### src/rtl/cpu_types_pkg.sv
// Shared datapath types: bus words, the RAM handshake, and the arbiter's
// state and side encodings (testbenches reuse these).
package cpu_types_pkg;

    typedef logic [31:0] word_t;

    typedef enum logic [1:0] {
        FREE   = 2'd0,
        BUSY   = 2'd1,
        ACCESS = 2'd2,
        ERROR  = 2'd3
    } ramstate_t;

    typedef enum logic [1:0] {
        IDLE   = 2'd0,
        IGRANT = 2'd1,
        DGRANT = 2'd2
    } arb_state_t;

    typedef enum logic {
        ARB_I = 1'b0,
        ARB_D = 1'b1
    } arb_side_t;

    // One transaction as captured at grant time
    typedef struct packed {
        word_t addr;
        word_t store;
        logic  wen;
    } arb_req_t;

endpackage

### src/rtl/ram_arbiter_if.sv
// Fetch, load/store and RAM-side signals of the arbiter. The arbiter uses the
// slave modport; the CPU/RAM side (or a bench) uses master.
interface ram_arbiter_if;
    import cpu_types_pkg::*;

    logic      iREN;
    word_t     iaddr;
    logic      iwait;
    word_t     iload;

    logic      dREN;
    logic      dWEN;
    word_t     daddr;
    word_t     dstore;
    logic      dwait;
    word_t     dload;

    logic      ramREN;
    logic      ramWEN;
    word_t     ramaddr;
    word_t     ramstore;
    word_t     ramload;
    ramstate_t ramstate;

    logic      fault;

    modport slave (
        input  iREN, iaddr, dREN, dWEN, daddr, dstore, ramload, ramstate,
        output iwait, iload, dwait, dload, ramREN, ramWEN, ramaddr, ramstore, fault
    );

    modport master (
        output iREN, iaddr, dREN, dWEN, daddr, dstore, ramload, ramstate,
        input  iwait, iload, dwait, dload, ramREN, ramWEN, ramaddr, ramstore, fault
    );

endinterface

### src/rtl/wait_timer.sv
// Saturating up-counter with synchronous clear; o_tc flags the last allowed
// cycle (count == MAX-1) so the owner can force completion in that cycle.
module wait_timer #(
    parameter int MAX = 16,
    parameter int W   = $clog2(MAX + 1)
) (
    input  logic clk,
    input  logic rst_n,
    input  logic i_clr,
    input  logic i_en,
    output logic o_tc
);

    logic [W-1:0] r_cnt;

    always_ff @(posedge clk or negedge rst_n) begin
        if (!rst_n) begin
            r_cnt <= '0;
        end else if (i_clr) begin
            r_cnt <= '0;
        end else if (i_en && (r_cnt != W'(MAX))) begin
            r_cnt <= r_cnt + W'(1);
        end
    end

    assign o_tc = (r_cnt == W'(MAX - 1));

endmodule

### src/rtl/ram_arbiter.sv
// Shares the single-ported RAM between instruction fetch and data access:
// one latched transaction at a time, alternating on ties, bounded by TIMEOUT.
module ram_arbiter
    import cpu_types_pkg::*;
#(
    parameter int TIMEOUT = 16
) (
    input  logic         CLK,
    input  logic         nRST,
    ram_arbiter_if.slave bus
);

    localparam int TW = $clog2(TIMEOUT + 1);

    localparam logic [1:0] ST_IDLE   = IDLE;
    localparam logic [1:0] ST_IGRANT = IGRANT;
    localparam logic [1:0] ST_DGRANT = DGRANT;

    logic [1:0] r_state;
    logic [1:0] w_next;
    arb_side_t  r_last;
    arb_req_t   r_req;
    logic       r_fault;

    logic w_ireq, w_dreq;
    logic w_grant_i, w_grant_d;
    logic w_busy, w_tc, w_access, w_err, w_done, w_rd_ok;

    assign w_ireq = bus.iREN;
    assign w_dreq = bus.dREN | bus.dWEN;

    // On a tie the side that did not win last time goes next
    always_comb begin
        w_grant_i = 1'b0;
        w_grant_d = 1'b0;
        if (r_state == ST_IDLE) begin
            if (w_ireq && w_dreq) begin
                w_grant_d = (r_last == ARB_I);
                w_grant_i = (r_last == ARB_D);
            end else begin
                w_grant_i = w_ireq;
                w_grant_d = w_dreq;
            end
        end
    end

    assign w_busy   = (r_state != ST_IDLE);
    assign w_access = w_busy && (bus.ramstate == ACCESS);
    assign w_err    = w_busy && !w_access && ((bus.ramstate == ERROR) || w_tc);
    assign w_done   = w_access | w_err;
    assign w_rd_ok  = w_access && !r_req.wen;

    always_comb begin
        w_next = r_state;
        case (r_state)
            ST_IDLE: begin
                if (w_grant_d)      w_next = ST_DGRANT;
                else if (w_grant_i) w_next = ST_IGRANT;
            end
            ST_IGRANT, ST_DGRANT: begin
                if (w_done) w_next = ST_IDLE;
            end
            default: w_next = ST_IDLE;
        endcase
    end

    always_ff @(posedge CLK or negedge nRST) begin
        if (!nRST) begin
            r_state <= ST_IDLE;
            r_last  <= ARB_I;
            r_req   <= '0;
            r_fault <= 1'b0;
        end else begin
            r_state <= w_next;
            if (w_err) r_fault <= 1'b1;
            if (w_grant_i) begin
                r_last <= ARB_I;
                r_req  <= '{addr: bus.iaddr, store: '0, wen: 1'b0};
            end else if (w_grant_d) begin
                r_last <= ARB_D;
                r_req  <= '{addr: bus.daddr, store: bus.dstore, wen: bus.dWEN};
            end
        end
    end

    // Held clear while idle, so every grant starts counting from zero
    wait_timer #(
        .MAX (TIMEOUT),
        .W   (TW)
    ) u_timer (
        .clk   (CLK),
        .rst_n (nRST),
        .i_clr (!w_busy),
        .i_en  (w_busy),
        .o_tc  (w_tc)
    );

    assign bus.ramREN   = w_busy && !r_req.wen;
    assign bus.ramWEN   = w_busy &&  r_req.wen;
    assign bus.ramaddr  = w_busy ? r_req.addr  : '0;
    assign bus.ramstore = w_busy ? r_req.store : '0;

    assign bus.iwait = !((r_state == ST_IGRANT) && w_done);
    assign bus.iload = ((r_state == ST_IGRANT) && w_rd_ok) ? bus.ramload : '0;
    assign bus.dwait = !((r_state == ST_DGRANT) && w_done);
    assign bus.dload = ((r_state == ST_DGRANT) && w_rd_ok) ? bus.ramload : '0;
    assign bus.fault = r_fault;

endmodule

### src/flat_wrapper.sv
// flat-port wrapper written by rule: the top's interface ports become plain ports
module ram_arbiter_flat import cpu_types_pkg::*;
#(
    parameter int TIMEOUT = 16
)
  (CLK, nRST, bus_iREN, bus_iaddr, bus_dREN, bus_dWEN, bus_daddr, bus_dstore, bus_ramload, bus_ramstate, bus_iwait, bus_iload, bus_dwait, bus_dload, bus_ramREN, bus_ramWEN, bus_ramaddr, bus_ramstore, bus_fault);
  ram_arbiter_if bus_i ();
  input  logic CLK;
  input  logic nRST;
  input wire logic [$bits(bus_i.iREN)-1:0] bus_iREN;
  input wire logic [$bits(bus_i.iaddr)-1:0] bus_iaddr;
  input wire logic [$bits(bus_i.dREN)-1:0] bus_dREN;
  input wire logic [$bits(bus_i.dWEN)-1:0] bus_dWEN;
  input wire logic [$bits(bus_i.daddr)-1:0] bus_daddr;
  input wire logic [$bits(bus_i.dstore)-1:0] bus_dstore;
  input wire logic [$bits(bus_i.ramload)-1:0] bus_ramload;
  input wire logic [$bits(bus_i.ramstate)-1:0] bus_ramstate;
  output wire logic [$bits(bus_i.iwait)-1:0] bus_iwait;
  output wire logic [$bits(bus_i.iload)-1:0] bus_iload;
  output wire logic [$bits(bus_i.dwait)-1:0] bus_dwait;
  output wire logic [$bits(bus_i.dload)-1:0] bus_dload;
  output wire logic [$bits(bus_i.ramREN)-1:0] bus_ramREN;
  output wire logic [$bits(bus_i.ramWEN)-1:0] bus_ramWEN;
  output wire logic [$bits(bus_i.ramaddr)-1:0] bus_ramaddr;
  output wire logic [$bits(bus_i.ramstore)-1:0] bus_ramstore;
  output wire logic [$bits(bus_i.fault)-1:0] bus_fault;
  assign bus_i.iREN = bus_iREN;
  assign bus_i.iaddr = bus_iaddr;
  assign bus_i.dREN = bus_dREN;
  assign bus_i.dWEN = bus_dWEN;
  assign bus_i.daddr = bus_daddr;
  assign bus_i.dstore = bus_dstore;
  assign bus_i.ramload = bus_ramload;
  assign bus_i.ramstate = bus_ramstate;
  assign bus_iwait = bus_i.iwait;
  assign bus_iload = bus_i.iload;
  assign bus_dwait = bus_i.dwait;
  assign bus_dload = bus_i.dload;
  assign bus_ramREN = bus_i.ramREN;
  assign bus_ramWEN = bus_i.ramWEN;
  assign bus_ramaddr = bus_i.ramaddr;
  assign bus_ramstore = bus_i.ramstore;
  assign bus_fault = bus_i.fault;
  ram_arbiter #(.TIMEOUT(TIMEOUT)) u_core (.CLK(CLK), .nRST(nRST), .bus(bus_i));
endmodule
### config.mk
export PLATFORM = sky130hd
export DESIGN_NAME = ram_arbiter_flat
export DESIGN_NICKNAME = d
export VERILOG_FILES = /design/src/rtl/cpu_types_pkg.sv /design/src/rtl/ram_arbiter_if.sv /design/src/rtl/wait_timer.sv /design/src/rtl/ram_arbiter.sv /design/src/flat_wrapper.sv
export SDC_FILE = /design/constraint.sdc
export NUM_CORES = 1
export LEC_CHECK = 0
export CAP_MARGIN = 20
export CORE_MARGIN = 4
export CORE_UTILIZATION = 38
export DETAILED_ROUTE_END_ITERATION = 12
export PLACE_DENSITY = 0.94
export SLEW_MARGIN = 40
export SYNTH_ARGS = -nofsm -noshare
export SYNTH_HDL_FRONTEND = slang
export SYNTH_SLANG_ARGS = --single-unit
export TNS_END_PERCENT = 20
### constraint.sdc
create_clock -name CLK -period 2.35 [get_ports CLK]
set_input_delay 0.5875 -clock CLK [delete_from_list [all_inputs] [get_ports CLK]]
set_output_delay 0.5875 -clock CLK [all_outputs]
set_load 0.02 [all_outputs]
== After elaboration in Yosys (flattened, before gate mapping) ==
Index checks and enable logic that the tools add are counted.

* Register bits: 74
* Latch bits: 0
* RAM bits: 0
* ROM bits: 0
* Input bits: 135
* Output and inout port bits: 133
* Logic and storage cells: 60
* Memories: 0

* Add/subtract/negate cells: 1
* Multipliers: 0
* Divide/modulo/power cells: 0
* Order comparisons: 0
* Equality and inequality tests: 9
* Shifts and indexed selects: 0
* Multiplexer cells: 18
* Bitwise logic cells: 3
* Reductions and logical operators: 22

{| class="wikitable"
|+ Operator list
! kind !! count
|-
| 65-bit 2-to-1 mux || 2
|-
| 32-bit 2-to-1 mux || 4
|-
| 1-bit logical AND || 12
|-
| 5-bit 2-to-1 mux || 2
|-
| 2-bit equality test (second input constant) || 3
|-
| 1-bit 2-to-1 mux || 6
|-
| 2-bit 2-to-1 mux || 3
|-
| 5-bit by 1-bit adder with 5-bit output (second input constant) || 1
|-
| 5-bit by 4-bit equality test with 1-bit output (second input constant) || 1
|-
| 5-bit inequality test (second input constant) || 1
|-
| 1-bit logical NOT || 4
|-
| 2-bit by 1-bit inequality test with 1-bit output (second input constant) || 2
|-
| 2-bit case mux with 2 select lines || 1
|-
| 2-bit nonzero test || 2
|-
| 3-bit by 1-bit inequality test with 1-bit output (second input constant) || 1
|-
| 2-bit by 1-bit equality test with 1-bit output (second input constant) || 1
|-
| 2-bit logical NOT || 1
|-
| 1-bit bitwise OR || 2
|-
| 2-bit AND reduction || 1
|-
| 2-bit OR reduction || 1
|-
| 1-bit logical OR || 1
|-
| 1-bit inverter || 1
|}

== Longest topological paths before layout ==
Gate-level depths: netlist of the first run.

* Word-level depth: 8
* Mapped depth: 8
* Mapped depth without buffers: 6

== By module ==
From an unflattened synthesis of the first run, not the netlist that was laid out.

* Cell total of the unflattened synthesis: 469
* Area, all modules: 4307.9 um2

{| class="wikitable"
|+ By module, submodules not included
! module !! times used !! cells each !! area each (um2) !! seq. area each (um2)
|-
| ram_arbiter || 1 || 439 || 4015.1 || 1726.7
|-
| wait_timer || 1 || 30 || 292.8 || 125.1
|}

== Worst setup path before layout of the first run ==
No wires, ideal clock.

* Path type: register -> output
* From: reg u_core.r_state[0]
* To: out bus_dload[10]
* Data arrival time: 1605 ps
* Required time: 1762 ps
* Path slack: 157 ps
* Cell stages (with the launch flop): 6
* Buffers on the path: 1
* Cells stage by stage: dfrtp_1 > inv_1 > ha_1 > nor4b_4 > clkbuf_1 > and3_1

* Word-level cells in the longest chain between the ends: 5
* Elaborated cells on any way between the ends: 6
* Classes of those cells: eq/ne: 1; mux: 1; reduce/logical: 4

{| class="wikitable"
|+ RTL lines
! item !! RTL line !! text
|-
| from (decl) || ram_arbiter.sv:19 || <nowiki>logic [1:0] r_state;</nowiki>
|-
| from (signal assigned) || ram_arbiter.sv:74 || <nowiki>r_state <= w_next;</nowiki>
|-
| 2-bit nonzero test || ram_arbiter.sv:47 || <nowiki>assign w_busy = (r_state != ST_IDLE);</nowiki>
|-
| 1-bit logical AND || ram_arbiter.sv:48 || <nowiki>assign w_access = w_busy && (bus.ramstate == ACCESS);</nowiki>
|-
| 1-bit logical AND || ram_arbiter.sv:51 || <nowiki>assign w_rd_ok = w_access && !r_req.wen;</nowiki>
|-
| 1-bit logical AND * || ram_arbiter.sv:106 || <nowiki>assign bus.dload = ((r_state == ST_DGRANT) && w_rd_ok) ? bus.ramload : '0;</nowiki>
|-
| 32-bit 2-to-1 mux * || ram_arbiter.sv:106 ||
|-
| to (decl) || flat_wrapper.sv:21 || <nowiki>output wire logic [$bits(bus_i.dload)-1:0] bus_dload;</nowiki>
|}

Every way passes the cells marked *; elsewhere a longest branch is shown, timed or not.

== Worst setup path after layout of the first run ==
* From: reg u_core.r_state[1]
* To: out bus_iload[21]

* Word-level cells in the longest chain between the ends: 5
* Elaborated cells on any way between the ends: 6
* Classes of those cells: eq/ne: 1; mux: 1; reduce/logical: 4

{| class="wikitable"
|+ RTL lines
! item !! RTL line !! text
|-
| 2-bit nonzero test || ram_arbiter.sv:47 ||
|-
| 1-bit logical AND || ram_arbiter.sv:48 ||
|-
| 1-bit logical AND || ram_arbiter.sv:51 ||
|-
| 1-bit logical AND * || ram_arbiter.sv:104 || <nowiki>assign bus.iload = ((r_state == ST_IGRANT) && w_rd_ok) ? bus.ramload : '0;</nowiki>
|-
| 32-bit 2-to-1 mux * || ram_arbiter.sv:104 ||
|-
| to (decl) || flat_wrapper.sv:19 || <nowiki>output wire logic [$bits(bus_i.iload)-1:0] bus_iload;</nowiki>
|}

Marks and branches as above.

==> impl_metrics.sql, run 1 <==
INSERT INTO impl_metrics (metric_group, metric, value, unit) VALUES
('status', 'status', 'finished, violations left', ''),
('status', 'failed_checks', 'setup timing', ''),
('setup_path', 'critPathMaxStageDelay', '0.36', 'ns'),
('yosys', 'synth-edff-count', '0', ''),
('floorplan', 'height_of_the_die', '115', 'µm'),
('yosys', 'synth_common_cells', '74 x dfrtp_1, 65 x and3_1, 65 x nor2b_1', ''),
('setup_path', 'cp_cell_sequence', 'inv_2 > ha_4 > nor4b_4 > buf_6 > buf_12 > buf_16 > and3_4 > buf_6', ''),
('setup_path', 'crit_family', 'buffers and inverters', ''),
('timing', 'finalMaxSlewViolations', '0', ''),
('yosys', 'ys_warn_count', '0', ''),
('grt', 'grt_usage', '0.252', ''),
('grt', 'grt_antenna_before_repair', '4', ''),
('clock_network', 'max-clock-path-buffers', '2', ''),
('drt', 'routed_wirelength', '17200', 'µm'),
('job', 'cap_viol_max_count', '0', ''),
('clock_network', 'numClockSinks', '74', ''),
('clock_network', 'tritoncts.num_buffers', '9', ''),
('setup_path', 'timing.critical_path.arrival', '1.90', 'ns'),
('floorplan', 'rows', '38', ''),
('setup_path', 'endpoint_kind', 'primary output', ''),
('clock_network', 'clock_insertion_delay_worst_skew', '0.33', 'ns'),
('yosys', 'yosys.cell_types.count', '35', ''),
('grt', 'maximum_number_of_pins_on_one_net_before_global_route_repair', '75', ''),
('yosys', 'synth_area_leaders', 'dfrtp_1 43%, and3_1 9.4%, nor2b_1 9.4%, a22o_1 6.7%, a41oi_1 6.5%', ''),
('yosys', 'ys.flop_type', 'dfrtp_1', ''),
('yosys', 'post_synth_inst_count', '463', ''),
('power', 'max_vdd_drop', '581', 'µV'),
('clock_network', 'tritoncts_clock_tree', 'yes', ''),
('yosys', 'synth_top_cell_area_share', '0.429', ''),
('timing', 'final.setup.worst_slack', '-0.136', 'ns'),
('timing', 'worstMarginPinSlew', '0.675', 'ns'),
('drt', 'route.vias.total', '4853', ''),
('floorplan', 'boundaryPins', '268', ''),
('grt', 'gr-total-overflow', '0', ''),
('place', 'place_congestion', '0.901', ''),
('timing', 'finalWorstPathRequiredPeriod', '2.49', 'ns'),
('setup_path', 'cp-start-kind', 'flop', ''),
('timing', 'setup_viol', '62', ''),
('timing', 'headroom_to_the_max_slew_limit', '0.550', ''),
('setup_path', 'critical_path_depth', '8', ''),
('yosys', 'mapped_area', '4310', 'µm²'),
('clock_network', 'clock_tree_root', 'clkbuf_16', ''),
('setup_path', 'timing.reg2reg.worst_path_depth', '8', ''),
('floorplan', 'placeableCoreArea', '11000', 'µm²'),
('setup_path', 'cp.required', '1.76', 'ns'),
('place', 'place_worst_setup_slack', '-0.686', 'ns'),
('drt', 'drt_drc_violations_left', '0', ''),
('timing', 'fmax', '402', 'MHz'),
('yosys', 'syn_avg_cell_area', '9.32', 'µm²'),
('timing', 'final_worst_path_period_share', '1.06', ''),
('final_layout', 'final_layout_size_suffix_gt1_frac', '0.279', ''),
('clock_network', 'cts.clk_slew.worst_paths', '0.06', 'ns'),
('timing', 'holdWs', '0.273', 'ns'),
('drt', 'detail_route.first_pass.iterations', '5', ''),
('worst_hold_path', 'hold_class', 'input pin to async pin', ''),
('drt', 'routed_via_density', '5.52', ''),
('clock_network', 'ctsHtreeMaxLevel', '3', ''),
('yosys', 'synth_sequential_area_ratio', '0.429', ''),
('setup_path', 'crit_slowest_cell', 'dfrtp_1', ''),
('drt', 'drt_iter0_markers', '373', ''),
('place', 'placed_cells', '845', ''),
('place', 'dpl.hpwl', '12000', 'µm'),
('power', 'report.power.total', '0.00872', 'W'),
('setup_path', 'critPathMaxFanout', '8', ''),
('timing', 'skew', '0.00725', 'ns'),
('yosys', 'post-synth-top-count-cell', 'dfrtp_1', ''),
('final_layout', 'layout.cells.non_filler', '879', ''),
('power', 'power.density', '1130', 'nW/µm²'),
('place', 'port_buffers', '267', ''),
('yosys', 'postSynthNetCount', '604', ''),
('final_layout', 'syn_to_final_growth', '78.7', '%');
==> routing by layer <==
metal | routed length [µm] | global-route usage | vias to the layer above
met2 | 9270 | 0.460 | 287
met3 | 1400 | 0.0576 | 35
li1 | - | - | 2206
met4 | 614 | 0.131 | 0
met1 | 5880 | 0.267 | 2325
met5 | 0 | 0 | -
==> logic make-up (layout without fill, tap and decap cells) <==
group                      after synthesis  after routing  synth area share
buffers and inverters                   59            331            0.0714
AOI/OAI and AO/OA                      141            141             0.232
xor gates and xnor gates                 3              3           0.00609
and+or+nand+nor                        178            178             0.239
other                                    0              4                 0
DFF                                     74             74             0.429
adders and majority gates                6              6            0.0174
muxes                                    2              2           0.00464
==> layout by cell type, fill, tap and decap left out, types with 5 or more instances in the layout <==
| cell | instances |
|---|---|
| dfrtp_1 | 74 |
| nor2b_1 | 64 |
| inv_1 | 6 |
| a41oi_1 | 32 |
| buf_6 | 53 |
| a21oi_1 | 33 |
| clkdlybuf4s50_1 | 132 |
| nor2_1 | 38 |
| buf_16 | 5 |
| buf_12 | 13 |
| and3_4 | 24 |
| clkbuf_2 | 41 |
| clkbuf_16 | 9 |
| buf_4 | 37 |
| and3_1 | 41 |
| a22o_1 | 33 |
| dlygate4sd2_1 | 18 |
| o21ai_0 | 33 |
==> report_power, final <==
group | leakage, nW | switching [W] | total [W] | internal (W)
clock | 0.156 | 0.000518 | 0.00147 | 0.000955
sequential | 0.896 | 0.000296 | 0.00213 | 0.00184
combinational | 2.48 | 0.00291 | 0.00511 | 0.00220
total | 3.54 | 0.00373 | 0.00872 | 0.00499
==> worst register-to-register path, cell delays in order (launching register included) <==
cell     delay [ns]
dfrtp_1        0.38
inv_2          0.08
ha_4           0.15
buf_4          0.13
buf_12         0.22
o31a_1         0.18
buf_4          0.33
nor2_1         0.09
a21oi_1        0.15
==> stage by stage <==
stage,instance area (µm²),setup TNS [ns],util
floorplan,4310,0,-
global placement,7200,-39.65,0.655
detailed placement,7200,-41.91,0.656
CTS,7800,-8.33,0.710
global route,7710,-12.78,0.702
finish,7710,-6.05,0.702
==> final timing paths <==
kind | startpoint | to | slack, ns
setup / recovery | u_core.r_state[1] | bus_iload[21] | -0.14
setup reg to reg | u_core.r_state[0] | u_core.r_req[45] | 0.56
max in group asynchronous | nRST | u_core.u_timer.r_cnt[3] | 1.60
hold reg to reg | u_core.bus.fault | u_core.bus.fault | 0.47
min in group CLK | u_core.bus.fault | u_core.bus.fault | 0.47
hold / removal | nRST | u_core.r_req[40] | 0.27
==> cell type report <==
| cell class | count | area, µm² | share of cell area |
|---|---|---|---|
| inverter | 8 | 30.0 | 0.00390 |
| timing repair buffer | 307 | 3020 | 0.392 |
| tap | 140 | 175 | 0.0227 |
| antenna | 4 | 10.0 | 0.00130 |
| clock buffer | 11 | 243 | 0.0315 |
| clock inverter | 5 | 77.6 | 0.0101 |
| sequential | 74 | 1850 | 0.240 |
| multi-input combinational | 330 | 2300 | 0.298 |
==> timing repair <==
action                                  4_1_cts  5_1_grt
endpoints found under the setup margin      131      131
buffers inserted                             10        0
pin swaps                                    11        3
gates resized for setup                     479      101
gates cloned                                  6        0
==> registers in the layout, indices dropped and copies added (netlist names) <==
register              flops
u_core.r_state            2
u_core.r_last             1
u_core.u_timer.r_cnt      5
u_core.r_req             65
u_core.bus.fault          1
Note: power is estimated with default switching activity, not from simulation.
==> run 2, diff against run 1 <==
--- a/config.mk
+++ b/config.mk
@@ -5,11 +5,13 @@
 export SDC_FILE = /design/constraint.sdc
 export NUM_CORES = 1
 export LEC_CHECK = 0
+export ABC_AREA = 1
+export ABC_CLOCK_PERIOD_IN_PS = 2350
 export CAP_MARGIN = 20
 export CORE_MARGIN = 4
 export CORE_UTILIZATION = 38
 export DETAILED_ROUTE_END_ITERATION = 12
-export PLACE_DENSITY = 0.94
+export PLACE_DENSITY = 0.93
 export SLEW_MARGIN = 40
 export SYNTH_ARGS = -nofsm -noshare
 export SYNTH_HDL_FRONTEND = slang
==> impl_metrics.sql, run 2 <==
INSERT INTO impl_metrics (metric_group, metric, value, unit) VALUES
('status', 'status', 'finished clean', ''),
('final_layout', 'register_ranked_first_by_flip_flop_count', 'u_core.r_req', ''),
('yosys', 'syn_avg_cell_area', '6.79', 'µm²'),
('setup_path', 'critPathMaxFanout', '8', ''),
('yosys', 'synth_sequential_area_ratio', '0.411', ''),
('place', 'dpl.hpwl', '11500', 'µm'),
('power', 'power.density', '999', 'nW/µm²'),
('clock_network', 'cts.clk_slew.worst_paths', '0.06', 'ns'),
('yosys', 'synth_top_cell_by_area', 'dfrtp_1', ''),
('final_layout', 'final_core_utilization', '0.650', ''),
('grt', 'gr-total-overflow', '0', ''),
('drt', 'routed_via_density', '4.66', ''),
('clock_network', 'ctsHtreeMaxLevel', '3', ''),
('place', 'port_buffers', '267', ''),
('timing', 'rsz_0062_raised_after_global_routing', 'yes', ''),
('yosys', 'post_synth_inst_count', '663', ''),
('setup_path', 'timing.critical_path.arrival', '1.75', 'ns'),
('setup_path', 'critical_path_buf_inv_count', '4', ''),
('setup_path', 'worst-setup-path-type', 'flop to primary output', ''),
('setup_path', 'critPathMaxStageDelay', '0.38', 'ns'),
('floorplan', 'placeableCoreArea', '11500', 'µm²'),
('yosys', 'post-synth-top-count-cell', 'inv_1', ''),
('floorplan', 'die_x', '117', 'µm'),
('power', 'max_vdd_drop', '510', 'µV'),
('timing', 'setup_viol', '0', ''),
('setup_path', 'cp-start-kind', 'flop', ''),
('drt', 'final_antenna_net_count', '0', ''),
('power', 'pwr-share-comb', '0.559', ''),
('drt', 'detail_route.first_pass.iterations', '4', ''),
('final_layout', 'final_layout_size_suffix_gt1_frac', '0.219', ''),
('yosys', 'postSynthNetCount', '804', ''),
('yosys', 'ys.flop_type', 'dfrtp_1', ''),
('timing', 'skew', '0.00640', 'ns'),
('drt', 'drt_drc_violations_left', '0', ''),
('setup_path', 'endpoint_kind', 'primary output', ''),
('final_layout', 'largest_register_ff_count', '65', ''),
('timing', 'worstMarginPinSlew', '0.543', 'ns'),
('drt', 'route.vias.total', '5046', ''),
('drt', 'wire_per_inst', '14.1', 'µm'),
('yosys', 'synth_top_cell_area_share', '0.411', ''),
('grt', 'grt_antenna_before_repair', '0', ''),
('yosys', 'synth.ff_latch_count', '74', ''),
('clock_network', 'max-clock-path-buffers', '2', ''),
('yosys', 'mapped_area', '4500', 'µm²'),
('drt', 'routed_wirelength', '15300', 'µm'),
('grt', 'grt_usage', '0.210', ''),
('final_layout', 'antenna-diode-count', '0', ''),
('floorplan', 'height_of_the_die', '117', 'µm'),
('timing', 'holdWs', '0.198', 'ns'),
('drt', 'drt_iter0_markers', '163', ''),
('final_layout', 'syn_to_final_growth', '66.3', '%'),
('timing', 'fmax', '428', 'MHz'),
('setup_path', 'crit_family', 'buffers and inverters', ''),
('clock_network', 'clock_insertion_delay_worst_skew', '0.32', 'ns'),
('timing', 'final_worst_path_period_share', '0.995', ''),
('timing', 'finalWorstPathRequiredPeriod', '2.34', 'ns'),
('place', 'place_congestion', '0.789', ''),
('power', 'cell_internal_pwr', '0.00409', 'W'),
('yosys', 'synth_area_leaders', 'dfrtp_1 41%, inv_1 12%, nand2_1 12%, nor2_1 11%, nand3b_1 5.3%', ''),
('power', 'report.power.total', '0.00748', 'W'),
('power', 'p_sw_frac', '0.453', ''),
('yosys', 'ys_warn_count', '0', ''),
('grt', 'grt_first_pass_wirelength', '22700', 'µm'),
('power', 'pwr-share-seq', '0.279', ''),
('final_layout', 'most-common-layout-cells', '142 x inv_1, 142 x nand2_1, 132 x clkdlybuf4s50_1', ''),
('clock_network', 'tritoncts_clock_tree', 'yes', ''),
('setup_path', 'cp.required', '1.76', 'ns'),
('floorplan', 'die_outline_area', '13700', 'µm²'),
('yosys', 'yosys.cell_types.count', '25', ''),
('clock_network', 'hold_buffer_count_at_cts', '0', ''),
('setup_path', 'cp_cell_sequence', 'inv_2 > ha_4 > nor2_4 > nand3_4 > buf_16 > buf_6 > nor2_4 > buf_6', ''),
('floorplan', 'rows', '39', ''),
('final_layout', 'num-fill-cells', '1015', ''),
('grt', 'maximum_number_of_pins_on_one_net_before_global_route_repair', '44', ''),
('worst_hold_path', 'hold_class', 'input pin to async pin', ''),
('timing', 'finalMaxSlewViolations', '0', ''),
('power', 'switchingPower', '0.00339', 'W'),
('floorplan', 'boundaryPins', '268', ''),
('floorplan', 'initial_core_utilization', '0.391', ''),
('timing', 'hold_viol_final', '0', ''),
('yosys', 'synth_common_cells', '145 x inv_1, 142 x nand2_1, 136 x nor2_1', ''),
('yosys', 'postSynth.asyncResetShare', '1.00', ''),
('power', 'clock_power_share', '0.162', ''),
('clock_network', 'tritoncts.num_buffers', '9', ''),
('grt', 'vias_in_the_first_global_route', '4867', ''),
('clock_network', 'clock_tree_root', 'clkbuf_16', ''),
('timing', 'headroom_to_the_max_slew_limit', '0.638', ''),
('yosys', 'synth-edff-count', '0', ''),
('clock_network', 'numClockSinks', '74', ''),
('final_layout', 'nets', '1076', ''),
('setup_path', 'crit_slowest_cell', 'dfrtp_1', ''),
('power', 'leak_pwr', '4.16', 'nW'),
('final_layout', 'layout_top_registers', 'u_core.r_req (65), u_core.u_timer.r_cnt (5), u_core.r_state (2)', ''),
('job', 'cap_viol_max_count', '0', '');
==> run 2: cell count changes in the layout (fill, tap and decap cells not counted), moves of 32 or more <==
| cell | previous run | this run |
|---|---|---|
| a22o_1 | 33 | 0 |
| a41oi_1 | 32 | 0 |
| and3_1 | 41 | 0 |
| buf_6 | 53 | 18 |
| inv_1 | 6 | 142 |
| nand2_1 | 3 | 142 |
| nand3b_1 | 0 | 32 |
| nor2_1 | 38 | 109 |
| nor2b_1 | 64 | 0 |
==> run 2: routing by layer <==
metal | GRT usage | part of all wire
met5 | 0 | 0
met1 | 0.215 | 0.35
met4 | 0.0902 | 0.036
met2 | 0.396 | 0.53
met3 | 0.0586 | 0.081
==> run 2: cell families (layout without fill, tap and decap cells) <==
family                     after synthesis  count (layout)  share of synthesized area
AOI/OAI and AO/OA                       44              44                     0.0497
DFF                                     74              74                      0.411
adders and majority gates                6               6                     0.0167
and+or+nand+nor                        355             355                      0.353
buffers and inverters                  184             461                      0.170
==> run 2: timing repair <==
action                     CTS  global route
buffers inserted             3             1
pin swaps                    5             1
gates resized for setup    311           189
gates cloned                 2             0
setup endpoints to repair  132           108
==> run 2: worst register-to-register path: stages, from the launching register on <==
cell	delay, ns
dfrtp_1	0.40
inv_2	0.09
ha_4	0.17
buf_8	0.22
nand2_2	0.12
inv_4	0.08
nand2_4	0.06
nand2_4	0.08
buf_4	0.34
nand3_1	0.17
nand2_1	0.09
==> run 2: power by group through the flow <==
stage	clock network, W	registers [W]	logic, W
after detailed placement	0	0.00210	0.00446
final	0.00121	0.00209	0.00418
after floorplan	0	0.00204	0.00268
after global placement	0	0.00206	0.00434
after CTS	0.00124	0.00208	0.00423
after global routing	0.00131	0.00214	0.00463
==> run 2: final cells by class <==
| type | instances | area, µm² | share of cell area |
|---|---|---|---|
| timing repair buffer | 297 | 2620 | 0.350 |
| inverter | 148 | 558 | 0.0745 |
| sequential | 74 | 1850 | 0.247 |
| clock inverter | 6 | 33.8 | 0.00451 |
| clock buffer | 10 | 229 | 0.0306 |
| tap | 143 | 179 | 0.0239 |
| multi-input combinational | 405 | 2020 | 0.269 |
==> run 2: through the flow <==
| step | setup WS (ns) | area (µm²) | setup TNS, ns | std cells |
|---|---|---|---|---|
| 2_1_floorplan | 0.124 | 4510 | 0 | 663 |
| 3_3_place_gp | -0.550 | 7410 | -34.73 | 1062 |
| 3_5_place_dp | -0.585 | 7410 | -36.17 | 1062 |
| 4_1_cts | -0.0998 | 7600 | -0.285 | 1082 |
| 5_1_grt | -0.0820 | 7490 | -0.951 | 1083 |
| 6_report | 0.0122 | 7490 | 0 | 1083 |
==> run 2: final timing paths <==
path                                         from                to  slack (ns)  depth (start not counted)
worst max-delay path            u_core.r_state[0]      bus_dload[7]        0.01                          8
worst min-delay path                         nRST  u_core.r_req[12]        0.20                          1
worst max register to register  u_core.r_state[0]  u_core.r_req[48]        0.47                         10
worst min register to register   u_core.r_req[63]  u_core.r_req[63]        0.48                          2
max in group asynchronous                    nRST  u_core.r_req[60]        1.56                          2
min in group CLK                 u_core.r_req[63]  u_core.r_req[63]        0.48                          2
==> run 3, diff against run 2 <==
--- a/config.mk
+++ b/config.mk
@@ -12,6 +12,7 @@
 export CORE_UTILIZATION = 38
 export DETAILED_ROUTE_END_ITERATION = 12
 export PLACE_DENSITY = 0.93
+export SKIP_CTS_REPAIR_TIMING = 1
 export SLEW_MARGIN = 40
 export SYNTH_ARGS = -nofsm -noshare
 export SYNTH_HDL_FRONTEND = slang
==> impl_metrics.sql, run 3 (same netlist as run 2, synthesis figures left out) <==
INSERT INTO impl_metrics (metric_group, metric, value, unit) VALUES
('status', 'status', 'finished, violations left', ''),
('status', 'failed_checks', 'setup timing', ''),
('grt', 'maximum_number_of_pins_on_one_net_before_global_route_repair', '44', ''),
('grt', 'use_met1', '0.212', ''),
('setup_path', 'r2r_start', 'u_core.r_state[0]', ''),
('grt', 'grt_first_pass_wirelength', '22000', 'µm'),
('clock_network', 'tritoncts_clock_tree', 'yes', ''),
('clock_network', 'clock_tree_root', 'clkbuf_16', ''),
('setup_path', 'endpoint_kind', 'primary output', ''),
('clock_network', 'tritoncts.num_buffers', '9', ''),
('power', 'max_vdd_drop', '511', 'µV'),
('final_layout', 'largest_register_ff_count', '65', ''),
('timing', 'worstMarginPinSlew', '0.546', 'ns'),
('power', 'p_sw_frac', '0.437', ''),
('power', 'pwr-share-comb', '0.570', ''),
('power', 'clock_power_share', '0.158', ''),
('job', 'cap_viol_max_count', '0', ''),
('timing', 'final_worst_path_period_share', '1.05', ''),
('final_layout', 'syn_to_final_growth', '66.6', '%'),
('timing', 'final.setup.worst_slack', '-0.114', 'ns'),
('timing', 'hold_viol_final', '0', ''),
('worst_hold_path', 'hold_class', 'input pin to async pin', ''),
('floorplan', 'placeableCoreArea', '11500', 'µm²'),
('final_layout', 'nets', '1072', ''),
('drt', 'drt_iter0_markers', '170', ''),
('grt', 'vias_in_the_first_global_route', '4810', ''),
('drt', 'drt_drc_violations_left', '0', ''),
('drt', 'final_antenna_net_count', '0', ''),
('setup_path', 'timing.reg2reg.worst_path_depth', '10', ''),
('place', 'place_worst_setup_slack', '-0.585', 'ns'),
('drt', 'routed_via_density', '4.60', ''),
('clock_network', 'cts.clk_slew.worst_paths', '0.06', 'ns'),
('grt', 'grt_busiest_layer', 'met2', ''),
('final_layout', 'final_layout_size_suffix_gt1_frac', '0.149', ''),
('clock_network', 'max-clock-path-buffers', '2', ''),
('grt', 'grt.met3_usage', '0.0550', ''),
('clock_network', 'ctsHtreeMaxLevel', '3', ''),
('power', 'switchingPower', '0.00335', 'W'),
('grt', 'grt_antenna_before_repair', '0', ''),
('grt', 'grt_usage', '0.202', ''),
('clock_network', 'clock_insertion_delay_worst_skew', '0.32', 'ns'),
('drt', 'detail_route.first_pass.iterations', '5', ''),
('final_layout', 'antenna-diode-count', '0', ''),
('setup_path', 'crit_path_launch', 'u_core.r_state[0]', ''),
('drt', 'wire_per_inst', '13.8', 'µm'),
('setup_path', 'critPathMaxFanout', '31', ''),
('power', 'cell_internal_pwr', '0.00431', 'W'),
('timing', 'skew', '0.00863', 'ns'),
('place', 'place_congestion', '0.789', ''),
('drt', 'routed_wirelength', '14900', 'µm'),
('timing', 'setup_viol', '75', ''),
('floorplan', 'boundaryPins', '268', ''),
('floorplan', 'die_x', '117', 'µm'),
('power', 'power.density', '1020', 'nW/µm²'),
('power', 'leak_pwr', '4.73', 'nW'),
('timing', 'rsz_0062_raised_after_global_routing', 'yes', ''),
('floorplan', 'rows', '39', ''),
('floorplan', 'die_outline_area', '13700', 'µm²'),
('timing', 'fmax', '406', 'MHz'),
('final_layout', 'register_ranked_first_by_flip_flop_count', 'u_core.r_req', ''),
('clock_network', 'numClockSinks', '74', ''),
('floorplan', 'initial_core_utilization', '0.391', ''),
('setup_path', 'timing.critical_path.arrival', '1.88', 'ns'),
('floorplan', 'height_of_the_die', '117', 'µm'),
('place', 'dpl.hpwl', '11500', 'µm'),
('setup_path', 'cp.required', '1.76', 'ns'),
('grt', 'gr-total-overflow', '0', ''),
('timing', 'headroom_to_the_max_slew_limit', '0.635', ''),
('timing', 'setup_total_negative_slack', '-3.15', 'ns'),
('setup_path', 'cp-start-kind', 'flop', ''),
('timing', 'finalWorstPathRequiredPeriod', '2.46', 'ns'),
('timing', 'finalMaxSlewViolations', '0', ''),
('place', 'port_buffers', '267', ''),
('drt', 'route.vias.total', '4968', ''),
('final_layout', 'layout_top_registers', 'u_core.r_req (65), u_core.u_timer.r_cnt (5), u_core.r_state (2)', ''),
('final_layout', 'most-common-layout-cells', '145 x inv_1, 145 x clkdlybuf4s50_1, 141 x nand2_1', ''),
('grt', 'grt_use_met2', '0.374', ''),
('power', 'pwr-share-seq', '0.272', ''),
('setup_path', 'worst-setup-path-type', 'flop to primary output', '');
-- run 3: cell count changes in the layout (fill, tap and decap cells not counted), moves of 2 or more --
cell	previous run	this run
dlymetal6s2s_1	2	51
inv_1	142	145
buf_4	40	24
nor2_1	109	134
buf_6	18	0
nor2_2	22	1
inv_2	5	2
buf_16	2	0
clkdlybuf4s50_1	132	145
clkbuf_2	44	66
dlygate4sd2_1	27	0
buf_2	25	0
nor2_4	5	1
-- run 3: metal layers --
metal	wire length, µm	part of all wire
met4	535	0.036
met3	1220	0.082
met2	7900	0.53
met1	5210	0.35
met5	0	0
-- run 3: worst paths after layout --
path	to	slack, ns
max reg2reg	u_core.r_req[48]	0.46
max	bus_ramaddr[21]	-0.11
max in group asynchronous	u_core.r_req[60]	1.57
min in group CLK	u_core.bus.fault	0.47
min	u_core.r_req[12]	0.19
min reg2reg	u_core.bus.fault	0.47
-- run 3: power by group through the flow --
| stage | Combinational, W | Clock [W] | Sequential [W] |
|---|---|---|---|
| after floorplan | 0.00268 | 0 | 0.00204 |
| after global placement | 0.00434 | 0 | 0.00206 |
| after detailed placement | 0.00446 | 0 | 0.00210 |
| after CTS | 0.00448 | 0.00124 | 0.00208 |
| after global routing | 0.00481 | 0.00131 | 0.00214 |
| final | 0.00436 | 0.00121 | 0.00208 |
-- run 3: cell type report --
cell class / instances / area (µm²)
clock buffers: 10 / 229
clock inverters: 6 / 33.8
fillers: 1003 / 4010
inverters: 148 / 558
multi-input cells: 405 / 1920
flip-flops and latches: 74 / 1850
well taps: 143 / 179
repair buffers: 293 / 2740
-- run 3: metrics by stage --
step	hold slack, ns	total power (W)	cells	cell area [µm²]	util
floorplan	0.292	0.00472	663	4510	-
global placement	0.449	0.00641	1062	7410	0.644
detailed placement	0.466	0.00656	1062	7410	0.644
CTS	0.205	0.00780	1078	7680	0.667
global route	0.220	0.00827	1079	7500	0.652
finish	0.194	0.00766	1079	7500	0.652
-- run 3: worst max-delay path, stage by stage, from the launching register on --
cell	delay, ns
dfrtp_1	0.36
inv_1	0.08
ha_4	0.18
buf_8	0.17
nor2_1	0.12
clkdlybuf4s50_1	0.63
